==> config.mk <==
export PLATFORM = sky130hd
export DESIGN_NAME = ex_alu_md_flat
export DESIGN_NICKNAME = d
export VERILOG_FILES = /design/src/rtl/ex_alu_md_if.sv /design/src/rtl/ex_alu_md.sv /design/src/flat_wrapper.sv
export SDC_FILE = /design/constraint.sdc
export NUM_CORES = 1
export LEC_CHECK = 0
export CAP_MARGIN = 30
export CORE_AREA = 2 2 194 272
export CTS_CLUSTER_SIZE = 10
export DETAILED_ROUTE_END_ITERATION = 16
export DIE_AREA = 0 0 196 274
export MAX_ROUTING_LAYER = met4
export PLACE_DENSITY = 0.64
export SETUP_SLACK_MARGIN = 0.3
export SLEW_MARGIN = 15
export SYNTH_ARGS = -nofsm -noshare
export SYNTH_HDL_FRONTEND = slang
export SYNTH_SLANG_ARGS = --single-unit
==> constraint.sdc <==
create_clock -name clk -period 5.5 [get_ports clk]
set_input_delay 1.1 -clock clk [delete_from_list [all_inputs] [get_ports clk]]
set_output_delay 1.1 -clock clk [all_outputs]
set_load 0.03 [all_outputs]
==> src/rtl/ex_alu_md_if.sv <==
// Handshake and operand/result bundle for the EX-stage ALU with multiply/divide.
interface ex_alu_md_if #(
  parameter int WIDTH = 32
);
  logic             in_valid;
  logic             in_ready;
  logic [3:0]       ALUOp;
  logic [WIDTH-1:0] rdata1;
  logic [WIDTH-1:0] rdata2;
  logic [WIDTH-1:0] imm32;
  logic             BSel;
  logic             out_valid;
  logic [WIDTH-1:0] ALUout;
  logic             ovf;
  logic [WIDTH-1:0] hi;
  logic [WIDTH-1:0] lo;

  // Upstream pipeline stage: presents ops, observes results
  modport master (
    output in_valid, ALUOp, rdata1, rdata2, imm32, BSel,
    input  in_ready, out_valid, ALUout, ovf, hi, lo
  );

  // The ALU itself
  modport slave (
    input  in_valid, ALUOp, rdata1, rdata2, imm32, BSel,
    output in_ready, out_valid, ALUout, ovf, hi, lo
  );
endinterface

==> src/rtl/ex_alu_md.sv <==
// EX-stage ALU: single-cycle logic/compare/shift ops with registered result,
// plus an iterative unsigned multiply/divide unit feeding HI/LO.
module ex_alu_md #(
  parameter int WIDTH = 32,
  parameter int SHW   = $clog2(WIDTH)
) (
  input logic        clk,
  input logic        rst,
  ex_alu_md_if.slave bus
);

  localparam int CW = SHW + 1;

  typedef enum logic [1:0] {IDLE, MUL, DIV} state_t;

  state_t           r_state;
  logic [CW-1:0]    r_cnt;
  logic [WIDTH-1:0] r_hw;   // MUL: product upper half; DIV: partial remainder
  logic [WIDTH-1:0] r_lw;   // MUL: product lower half / multiplier; DIV: dividend -> quotient
  logic [WIDTH-1:0] r_opb;  // MUL: multiplicand; DIV: divisor
  logic [WIDTH-1:0] r_alu;
  logic [WIDTH-1:0] r_hi;
  logic [WIDTH-1:0] r_lo;
  logic             r_ovf;
  logic             r_vld;

  logic [WIDTH-1:0] w_a;
  logic [WIDTH-1:0] w_b;
  logic [SHW-1:0]   w_shamt;
  logic             w_accept;
  logic [WIDTH-1:0] w_sum;
  logic [WIDTH-1:0] w_res;
  logic             w_ovf;
  logic [WIDTH:0]   w_madd;
  logic [WIDTH:0]   w_rsh;
  logic [WIDTH:0]   w_rsub;
  logic             w_nb;

  assign w_a      = bus.rdata1;
  assign w_b      = bus.BSel ? bus.imm32 : bus.rdata2;
  assign w_shamt  = w_b[SHW-1:0];
  assign w_accept = bus.in_valid && (r_state == IDLE);
  assign w_sum    = w_a + w_b;

  // One shift-add step: add multiplicand into the upper half when the
  // current multiplier LSB is set, then shift the whole product right.
  assign w_madd = {1'b0, r_hw} + (r_lw[0] ? {1'b0, r_opb} : {(WIDTH+1){1'b0}});

  // One restoring-division step: bring in the next dividend bit and
  // subtract the divisor if it fits (no borrow out of the top bit).
  assign w_rsh  = {r_hw, r_lw[WIDTH-1]};
  assign w_rsub = w_rsh - {1'b0, r_opb};
  assign w_nb   = ~w_rsub[WIDTH];

  // Single-cycle result and signed-overflow flag for the current op
  always_comb begin
    w_res = '0;
    w_ovf = 1'b0;
    case (bus.ALUOp)
      4'd0:  w_res = w_sum;
      4'd1:  w_res = w_a - w_b;
      4'd2:  w_res = w_a | w_b;
      4'd3: begin
        w_res = w_sum;
        w_ovf = (w_a[WIDTH-1] == w_b[WIDTH-1]) && (w_sum[WIDTH-1] != w_a[WIDTH-1]);
      end
      4'd4:  w_res = w_a & w_b;
      4'd5:  w_res = w_a ^ w_b;
      4'd6:  w_res = {{(WIDTH-1){1'b0}}, ($signed(w_a) < $signed(w_b))};
      4'd7:  w_res = {{(WIDTH-1){1'b0}}, (w_a < w_b)};
      4'd8:  w_res = w_a << w_shamt;
      4'd9:  w_res = w_a >> w_shamt;
      4'd10: w_res = $unsigned($signed(w_a) >>> w_shamt);
      4'd13: w_res = r_hi;
      4'd14: w_res = r_lo;
      default: w_res = '0;
    endcase
  end

  // Control FSM, iterative datapath and all registered outputs
  always_ff @(posedge clk) begin
    if (rst) begin
      r_state <= IDLE;
      r_cnt   <= '0;
      r_hw    <= '0;
      r_lw    <= '0;
      r_opb   <= '0;
      r_alu   <= '0;
      r_hi    <= '0;
      r_lo    <= '0;
      r_ovf   <= 1'b0;
      r_vld   <= 1'b0;
    end else begin
      r_vld <= 1'b0;
      case (r_state)
        IDLE: begin
          if (w_accept) begin
            if (bus.ALUOp == 4'd11) begin
              r_state <= MUL;
              r_cnt   <= CW'(WIDTH);
              r_hw    <= '0;
              r_lw    <= w_b;
              r_opb   <= w_a;
            end else if (bus.ALUOp == 4'd12) begin
              if (w_b == '0) begin
                // Divide by zero completes immediately with a defined result
                r_hi  <= w_a;
                r_lo  <= '1;
                r_alu <= '1;
                r_ovf <= 1'b0;
                r_vld <= 1'b1;
              end else begin
                r_state <= DIV;
                r_cnt   <= CW'(WIDTH);
                r_hw    <= '0;
                r_lw    <= w_a;
                r_opb   <= w_b;
              end
            end else begin
              r_alu <= w_res;
              r_ovf <= w_ovf;
              r_vld <= 1'b1;
            end
          end
        end
        MUL, DIV: begin
          if (r_cnt != '0) begin
            r_cnt <= r_cnt - 1'b1;
            if (r_state == MUL) begin
              r_hw <= w_madd[WIDTH:1];
              r_lw <= {w_madd[0], r_lw[WIDTH-1:1]};
            end else begin
              r_hw <= w_nb ? w_rsub[WIDTH-1:0] : w_rsh[WIDTH-1:0];
              r_lw <= {r_lw[WIDTH-2:0], w_nb};
            end
          end else begin
            r_hi    <= r_hw;
            r_lo    <= r_lw;
            r_alu   <= r_lw;
            r_ovf   <= 1'b0;
            r_vld   <= 1'b1;
            r_state <= IDLE;
          end
        end
        default: r_state <= IDLE;
      endcase
    end
  end

  assign bus.in_ready  = (r_state == IDLE);
  assign bus.out_valid = r_vld;
  assign bus.ALUout    = r_alu;
  assign bus.ovf       = r_ovf;
  assign bus.hi        = r_hi;
  assign bus.lo        = r_lo;

endmodule

==> src/flat_wrapper.sv <==
// flat-port wrapper written by rule: the top's interface ports become plain ports
module ex_alu_md_flat 
#(
  parameter int WIDTH = 32,
  parameter int SHW   = $clog2(WIDTH)
)
  (clk, rst, bus_in_valid, bus_ALUOp, bus_rdata1, bus_rdata2, bus_imm32, bus_BSel, bus_in_ready, bus_out_valid, bus_ALUout, bus_ovf, bus_hi, bus_lo);
  ex_alu_md_if #(.WIDTH(WIDTH)) bus_i ();
  input logic clk;
  input logic rst;
  input wire logic [$bits(bus_i.in_valid)-1:0] bus_in_valid;
  input wire logic [$bits(bus_i.ALUOp)-1:0] bus_ALUOp;
  input wire logic [$bits(bus_i.rdata1)-1:0] bus_rdata1;
  input wire logic [$bits(bus_i.rdata2)-1:0] bus_rdata2;
  input wire logic [$bits(bus_i.imm32)-1:0] bus_imm32;
  input wire logic [$bits(bus_i.BSel)-1:0] bus_BSel;
  output wire logic [$bits(bus_i.in_ready)-1:0] bus_in_ready;
  output wire logic [$bits(bus_i.out_valid)-1:0] bus_out_valid;
  output wire logic [$bits(bus_i.ALUout)-1:0] bus_ALUout;
  output wire logic [$bits(bus_i.ovf)-1:0] bus_ovf;
  output wire logic [$bits(bus_i.hi)-1:0] bus_hi;
  output wire logic [$bits(bus_i.lo)-1:0] bus_lo;
  assign bus_i.in_valid = bus_in_valid;
  assign bus_i.ALUOp = bus_ALUOp;
  assign bus_i.rdata1 = bus_rdata1;
  assign bus_i.rdata2 = bus_rdata2;
  assign bus_i.imm32 = bus_imm32;
  assign bus_i.BSel = bus_BSel;
  assign bus_in_ready = bus_i.in_ready;
  assign bus_out_valid = bus_i.out_valid;
  assign bus_ALUout = bus_i.ALUout;
  assign bus_ovf = bus_i.ovf;
  assign bus_hi = bus_i.hi;
  assign bus_lo = bus_i.lo;
  ex_alu_md #(.WIDTH(WIDTH), .SHW(SHW)) u_core (.clk(clk), .rst(rst), .bus(bus_i));
endmodule
Word-level counts from Yosys, hierarchy flattened
Cells that the tools add are included.
- flip-flop bits (word level): 202
- input bits: 104
- output and inout port bits: 99
- word-level logic and storage cells: 129
- add/sub/neg operators: 5
- $lt $le $gt $ge: 2
- equal/unequal tests: 28
- shifts and indexed selects: 3
- mux-type cells: 62
- bitwise logic cells: 4
- reductions and logical operators: 15
- operators by type and width (cell ; number):
    $mux 32 ; 31
    $pmux 32 s12 ; 1
    $pmux 32 s2 ; 5
    $lt 32x32->1 ; 2
    $add 32x33->33 ; 1
    $sub 33x32->33 ; 1
    $add 32x32->32 ; 1
    $and 32x32->32 ; 1
    $logic_not 32->1 ; 1
    $or 32x32->32 ; 1
    $shl 32x5->32 ; 1
    $shr 32x5->32 ; 1
    $sshr 32x5->32 ; 1
    $sub 32x32->32 ; 1
    $xor 32x32->32 ; 1
    $mux 6 ; 5
    $eq 4x4->1 const B ; 7
    $eq 4x3->1 const B ; 4
    $pmux 6 s2 ; 1
    $mux 1 ; 11
    $mux 2 ; 5
    $ne 2x1->1 const B ; 5
    $reduce_and 5->1 ; 2
    $eq 4x2->1 const B ; 2
    other kinds (21) ; 27

Longest topological paths before layout
Gate-level depths: netlist of the first run.
- depth after elaboration: 9
- mapped depth: 19
- gate-level depth less buffers: 15

Worst setup path after synthesis of the first run
No wires, ideal clock.
- path type: input-to-reg
- start point: input bus_BSel
- end point: register u_core.r_alu[26] (netlist: u_core.bus.ALUout[26])
- library setup time: 0.117 ns
- arrival time: 5.185 ns
- data required time: 5.383 ns
- setup slack: 0.197 ns
- stages on the path: 18
- path buffers: 6
- path through: buf_6 > buf_6 > buf_2 > mux2i_1 > clkbuf_1 > clkbuf_1 > clkbuf_1 > ha_1 > inv_1 > o21bai_1 > a221oi_1 > o21ai_1 > a2111oi_2 > o21ai_0 > a41oi_1 > or3_1 > nand4_1 > a32o_1
- longest elaborated chain between the ends: 7
- elaborated cells between the ends (all ways): 17
- those cells by class: 2 x add/sub; 1 x eq/ne; 3 x shift; 6 x mux; 3 x bitwise; 2 x reduce/logical
- ends and longest elaborated chain (item ; RTL line ; text):
    from (decl) ; flat_wrapper.sv:16 ; input wire logic [$bits(bus_i.BSel)-1:0] bus_BSel;
    $mux 32 * ; ex_alu_md.sv:40 ; assign w_b = bus.BSel ? bus.imm32 : bus.rdata2;
    $add 32x32->32 (tied with other cells) ; ex_alu_md.sv:43 ; assign w_sum = w_a + w_b;
    $pmux 32 s12 ; ex_alu_md.sv:59 ; case (bus.ALUOp)
    $mux 32 ; ex_alu_md.sv:104 ; end else if (bus.ALUOp == 4'd12) begin
    $mux 32 ; ex_alu_md.sv:98 ; if (bus.ALUOp == 4'd11) begin
    $mux 32 ; ex_alu_md.sv:97 ; if (w_accept) begin
    $pmux 32 s2 ; ex_alu_md.sv:95 ; case (r_state)
    to (signal assigned) ; ex_alu_md.sv:120 ; r_alu <= w_res;
    to (signal assigned) ; ex_alu_md.sv:139 ; r_alu <= r_lw;
    to (decl) ; ex_alu_md.sv:21 ; logic [WIDTH-1:0] r_alu;
Mark *: on every way between the ends. The rest lies on a longest branch, timed or not. The select of a mux whose other input is x is not followed.
A chain may end at the register's enable or synchronous reset.

Worst setup path in the final report of the first run
- start point: input bus_imm32[0]
- end point: register u_core.r_alu[25] (netlist: u_core.bus.ALUout[25])
- longest elaborated chain between the ends: 7
- elaborated cells between the ends (all ways): 14
- those cells by class: 2 x add/sub; 1 x eq/ne; 3 x shift; 6 x mux; 2 x reduce/logical
- ends and longest elaborated chain (item ; RTL line ; text):
    from (decl) ; flat_wrapper.sv:15 ; input wire logic [$bits(bus_i.imm32)-1:0] bus_imm32;
    $mux 32 * ; ex_alu_md.sv:40 ;
    $add 32x32->32 (tied with other cells) ; ex_alu_md.sv:43 ;
    $pmux 32 s12 ; ex_alu_md.sv:59 ;
    $mux 32 ; ex_alu_md.sv:104 ;
    $mux 32 ; ex_alu_md.sv:98 ;
    $mux 32 ; ex_alu_md.sv:97 ;
    $pmux 32 s2 ; ex_alu_md.sv:95 ;
Marks and branches as above.

==> run metrics, run 1 <==
sw frac 41.6%; placer congestion estimate 1.13; clk sinks 202; Clock Tree Buf Depth 3; Most used DFF post-synth dfxtp_1; global-route wire length before repair 173000 microns; global route total overflow 0; Yosys reg bits 202; Post CTS Setup Buffer Count 0; Cell Area, Synth 22800 sq um; register share of total power 27.9%; EDFF count, synth 0; leakage power 11.3 nW; Power Dens Cells 206 nW/um^2; CTS tree built; Root Buffer clkbuf_16; Die Wd 196 microns; number of global-route vias before repair 25647; CP arrival 5.41 ns; htree depth 1; Vias 26586; Setup Viol. Count Final 0; Die Span Y 274 microns; startpoint types input port; row count 99; syn_nets 3412; Synthesis Warnings 0; worst slew pin tran 1.09 ns; Starting Density 44.2%; Mapped Cells 3113; sequential cell area 4040 sq um; share of layout cells above drive strength 1 10.4%; Nets 3634; relative slew slack 26.3%; worst-skew pair later-pin latency 0.58 ns; Hold-fix buffers, CTS 0; commonest non-fill, non-tap cell in the layout nor2_1; Hold Crit Class flop to flop; # fillers 5120; Final min period 4.96 ns; max-slew violation total from the final report 0; DR vias/cell 6.63; sequential cell area fraction in the yosys report 17.8%; switching power of the nets 0.00233 W; TritonCTS Buffers 25; most frequent cells in the layout nor2_1, a21oi_1, nand2_1; setup_tns 0 ns; cts repair resizes 0; IO buf count 202; drt pass-1 iters 6; RSZ-0062 raised after global routing no; worst clock skew 0.0298 ns; synthesis-to-layout area growth 19.6%; clock network fraction of design power 27.8%; area of the multi-input gates 17300 sq um; crit-path max FO 33; Avg WL per Cell 30.1 microns; WP data required 5.95 ns; Global Route Usage Sum 45.1%; CORE AREA 51500 sq um; Die Footprint 53700 sq um; Gate power share 44.3%; status finished clean; CP Class input port to flop; io pins 203; drt drc 0; Routed Antenna Nets 0; initial antenna violation count 7; Setup WS post-layout 0.541 ns; crit end category flop; Final period util 90.2%; P_int 0.00327 W; Clk pin slew, worst setup/hold paths 0.06 ns; Unique masters post-synth 81; Setup WS pre-CTS 0.223 ns; DRT Wirelength 121000 microns; syn avg cell area 7.31 sq um; VDD IR max 0.220 mV; Post-synth ARST share 0%; post-detail-place hpwl 95200 microns; Final Hold Vio Count 0; Max Freq 202 MHz; initial drt markers 2672; largest net degree at the start of global routing 77; max cap viols 0
-- registers in the layout (all words and copies together), names as in the netlist --
name,cells
u_core.bus.ALUout,32
u_core.bus.hi,32
u_core.bus.lo,32
u_core.bus.out_valid,1
u_core.bus.ovf,1
u_core.r_cnt,6
u_core.r_hw,32
u_core.r_lw,32
u_core.r_opb,32
u_core.r_state,2
-- stage by stage --
stage | utilization, % | area [sq um] | hold slack (ns) | power (W) | instances
floorplan | - | 22800 | 0.440 | 0.00298 | 3113
global placement | 51.3 | 26500 | 0.445 | 0.00396 | 3959
detailed placement | 51.4 | 26500 | 0.457 | 0.00397 | 3960
CTS | 52.7 | 27200 | 0.465 | 0.00551 | 3994
global route | 52.8 | 27200 | 0.503 | 0.00577 | 4004
finish | 52.8 | 27200 | 0.466 | 0.00561 | 4007
-- power groups by stage --
stage | registers [W] | clock network (W) | logic [W]
floorplan | 0.00162 | 0 | 0.00136
global placement | 0.00159 | 0 | 0.00236
detailed placement | 0.00159 | 0 | 0.00238
CTS | 0.00156 | 0.00156 | 0.00239
global route | 0.00156 | 0.00161 | 0.00260
finish | 0.00156 | 0.00156 | 0.00249
-- worst max-delay path, stage by stage --
cell and delay [ns]:
clkdlybuf4s50_1 0.54, mux2i_4 0.15, inv_4 0.09, buf_4 0.11, buf_4 0.49, mux2i_1 0.51, mux2i_1 0.18, nor2_1 0.78
nor3_1 0.17, a21oi_1 0.16, o21ai_0 0.10, buf_4 0.20, a21oi_1 0.32, o221ai_1 0.20, a32o_1 0.27
-- cell usage after synthesis, types with 21 or more instances --
library cell	count	area (sq um)
nor2_1	358	1340
a21oi_1	303	1520
nand2_1	244	916
mux2i_1	223	2230
dfxtp_1	202	4040
ha_1	191	2390
clkbuf_1	168	631
inv_1	157	589
o21ai_0	154	771
a211oi_1	129	968
xnor2_1	62	543
o211ai_1	61	458
nor3_1	59	295
a21o_1	52	390
a22oi_1	51	383
and2_1	48	300
nand3_1	43	215
mux2_2	41	462
a31oi_1	33	206
o21bai_1	32	240
xor2_1	32	280
a221oi_1	30	263
nand2b_1	30	188
buf_2	25	125
nor4_1	25	156
nor2b_1	24	150
buf_1	21	78.8
or3_1	21	131
-- layer usage --
layer / global-route usage (%) / routed length, microns
met1: 49.9 / 44000
met2: 71.5 / 55000
met3: 8.91 / 10500
met4: 34.8 / 11100
met5: - / 0
-- path summary, 6_finish.rpt --
check                           cells past startpoint                    end                  from  slack (ns)
worst max-delay path                               15  u_core.bus.ALUout[25]          bus_imm32[0]        0.54
worst min-delay path                                2   u_core.bus.ALUout[5]  u_core.bus.ALUout[5]        0.47
worst max register to register                     13        u_core.r_hw[29]        u_core.r_lw[0]        1.07
worst min register to register                      2   u_core.bus.ALUout[5]  u_core.bus.ALUout[5]        0.47
-- cell type report --
cell class	instances	area share, %
timing repair buffer	425	13.8
inverter	163	2.26
multi-input combinational	2518	63.4
clock inverter	4	0.138
antenna	9	0.0827
tap	656	3.01
sequential	202	14.9
clock buffer	30	2.44
-- logic make-up after synthesis --
group	after synthesis	share of synthesized area [%]
buf+inv	393	6.98
mux	273	12.6
simple gates	921	18.3
fa+ha+maj	195	10.9
xor+xnor	94	3.62
flops	202	17.8
compound gates	1035	29.8
Note: power is estimated with default switching activity, not from simulation.
==> inputs of run 2 (changes only) <==
Settings changed: ABC_AREA from default to 1, CORE_AREA 2 2 194 272 to 2 2 203 284, DIE_AREA 0 0 196 274 to 0 0 205 286, PLACE_DENSITY 0.64 to 0.63, SLEW_MARGIN 15 to 20.
Clock period 5.5 ns to 4.5 ns, I/O delays scaled along.
==> run 2 against run 1 <==
  * Clock power grew 26%
  * Sequential cell count is the same
  * Global-route usage increased by 1.7 points
  * Critical path depth increased by 1
  * Synthesized cell count up 44%
  * Worst setup slack worse by 0.075 ns
  * Register-to-register slack got worse by 0.16 ns
  * Worst hold slack better by 0.0048 ns
==> run metrics, run 2 <==
share of layout cells above drive strength 1 5.40% (-5.0 points); crit-path max FO 31 (-6.1%); worst clock skew 0.0319 ns (+0.00216 ns); Yosys top cell area share 18.6% (+0.83 points); max-slew violation total from the final report 0 (unchanged); Synth Area in Compound Gates 22.2% (-7.7 points); CORE AREA 56200 sq um (+9.0%); startpoint types input port; Die Span Y 286 microns (+4.4%); CTS tree built; crit end category flop; initial antenna violation count 3 (-4); Clk pin slew, worst setup/hold paths 0.06 ns (about the same); TritonCTS Buffers 25 (unchanged); syn avg cell area 5.58 sq um (-24%); Global Route Usage Sum 46.8% (+1.7 points); status finished clean; Unique masters post-synth 52 (-36%); origin of the worst min-delay path u_core.bus.ALUout[4]; Synthesis Warnings 0 (unchanged); most frequent cell after synthesis nand2_1; worst-skew pair later-pin latency 0.55 ns (-0.03 ns); Die Footprint 58600 sq um (+9.2%); drt drc 0 (unchanged); Hold Path End u_core.bus.ALUout[4]; Die Wd 205 microns (+4.6%); CP arrival 4.47 ns (-0.94 ns); Post CTS Setup Buffer Count 0 (unchanged); relative slew slack 28.2% (+1.8 points); cts repair resizes 0 (unchanged); Final Hold Vio Count 0 (unchanged); Hold Crit Class flop to flop; RSZ-0062 raised after global routing no; most frequent cells in the layout nand2_1, nand3_1, inv_1; Avg WL per Cell 25.5 microns (-15%); setup_tns 0 ns (unchanged); row count 103 (+4.0%); hold path cells 2 (unchanged); Post-Synth Adder-Cell Area 9.89% (-0.96 points); clk sinks 202 (unchanged); initial drt markers 3263 (+22%); post-detail-place hpwl 111000 microns (+17%); number of global-route vias before repair 30808 (+20%); IO buf count 202 (unchanged); # fillers 6302 (+23%); Starting Density 44.4% (+0.27 points); global route total overflow 0 (unchanged); Max Freq 248 MHz; DRT Wirelength 137000 microns (+14%); synthesis-to-layout area growth 15.8%; Post-synth ARST share 0% (unchanged); largest area contributor in the netlist nand2_1; commonest non-fill, non-tap cell in the layout nand2_1; sequential cell area fraction in the yosys report 16.2% (-1.6 points); Final min period 4.03 ns; Nets 4940 (+36%); Hold Worst Slack 0.471 ns (+0.00480 ns); Synth Area in Simple Gates 38.8% (+20 points); Reg2Reg Setup Slack 0.91 ns (-0.16 ns); Cell Area, Synth 25000 sq um (+9.7%); top post-synthesis cells by count nand2_1, nand3_1, inv_1, a21oi_1, o21ai_0; Clock Tree Buf Depth 3 (unchanged); global-route wire length before repair 196000 microns (+14%); htree depth 1 (unchanged); Yosys reg bits 202 (unchanged); multiplexer area fraction after synthesis 0% (-13 points); Synth Area in XOR/XNOR 0.947% (-2.7 points); Root Buffer clkbuf_16; Power Dens Cells 267 nW/um^2 (+30%); worst slew pin tran 1.07 ns (-0.0216 ns); largest net degree at the start of global routing 142 (+84%); worst-case reg-to-reg path depth 14 (+1); leakage power 13.8 nW (+23%); Setup Viol. Count Final 0 (unchanged); io pins 203 (unchanged); Most used DFF post-synth dfxtp_1; Vias 32179 (+21%); drt pass-1 iters 6 (unchanged); Hold-fix buffers, CTS 0 (unchanged); worst r2r dst u_core.r_hw[25]; EDFF count, synth 0 (unchanged); Area contributors post-synth nand2_1, dfxtp_1, nand3_1, ha_1, inv_1; largest family of logic cells by synthesized area simple AND/OR/NAND/NOR gates; Final period util 89.6%; VDD IR max 0.257 mV (+17%); DR vias/cell 5.97 (-10%); syn_nets 4776 (+40%); max cap viols 0 (unchanged); Mapped Cells 4477 (+44%); WP data required 4.93 ns (-1.02 ns); placer congestion estimate 1.13 (+0.17%); Routed Antenna Nets 0 (unchanged); CP Class input port to flop; RR Startpoint u_core.r_lw[0]
[run 2: changes by cell type after synthesis, sizes merged, moves of 41 or more]
cell,change
nand3,+513
a21oi,+104
and2,-44
o21ai,+269
nand2,+1007
clkbuf,-49
a211oi,-118
inv,+386
a21o,-45
mux2i,-226
mux2,-41
xnor2,-47
a22oi,-51
[run 2: critical path: stages]
cell and delay, ns:
buf_2 0.14, buf_4 0.28, o21ai_1 0.88, ha_1 0.45, nor2_1 0.22, nand2_1 0.19
nor2_1 0.33, nand3_1 0.27, nand3_1 0.16, nand2_1 0.05, nand3_1 0.09, nand2_1 0.06
nor2_1 0.10, nand3_1 0.08, nand2_1 0.15, a21oi_1 0.08
[run 2: worst max path at each step]
stage	from	end	slack [ns]	depth (start not counted)
final	bus_BSel	u_core.bus.ALUout[20]	0.47	16
after global routing	bus_BSel	u_core.bus.ALUout[31]	0.35	17
after CTS	bus_BSel	u_core.bus.ALUout[20]	0.60	16
after detailed placement	bus_BSel	u_core.bus.ALUout[20]	0.03	16
after global placement	bus_BSel	u_core.bus.ALUout[20]	0.06	16
after floorplan	bus_BSel	u_core.bus.ALUout[26]	1.10	23
[run 2: power by group]
group | switching (W) | internal (W) | total (W)
clock network | 0.000829 | 0.00113 | 0.00196
registers | 0.000111 | 0.00190 | 0.00202
logic | 0.00264 | 0.00111 | 0.00375
[run 2: cells by family after synthesis]
family                   count (synthesis)
flip-flops                             202
AND/OR/NAND/NOR                       2285
AO/OA/AOI/OAI                         1017
buffers and inverters                  751
adder cells (fa/ha/maj)                195
XOR/XNOR                                27
[run 2: area by class of cell]
type | count | area, sq um | share of cell area (%)
inverter | 548 | 2060 | 7.12
clock inverter | 4 | 73.8 | 0.255
timing repair buffer | 340 | 3170 | 11.0
antenna | 4 | 10.0 | 0.0346
clock buffer | 31 | 658 | 2.28
sequential | 202 | 4040 | 14.0
tap | 735 | 920 | 3.18
multi-input combinational | 3524 | 18000 | 62.2
[run 2: per-stage QoR]
stage | util [%] | setup slack, ns | area [sq um] | power (W) | std cells
5_1_grt | 51.5 | 0.347 | 28900 | 0.00804 | 5387
3_3_place_gp | 50.1 | 0.0649 | 28200 | 0.00564 | 5348
3_5_place_dp | 50.1 | 0.0349 | 28200 | 0.00564 | 5348
4_1_cts | 51.4 | 0.602 | 28900 | 0.00758 | 5383
2_1_floorplan | - | 1.10 | 25000 | 0.00423 | 4477
6_report | 51.5 | 0.466 | 28900 | 0.00772 | 5388
[run 2: layer usage]
metal  track usage [%]  up-vias  wire [microns]  share of wire [%]
met5                 -        -               0                  0
met4              43.1        0           15600                 11
met3              6.43      620           11100                8.1
met2              76.2     1817           63600                 46
met1              48.8    14593           47100                 34
li1                  -    15149               -                  -
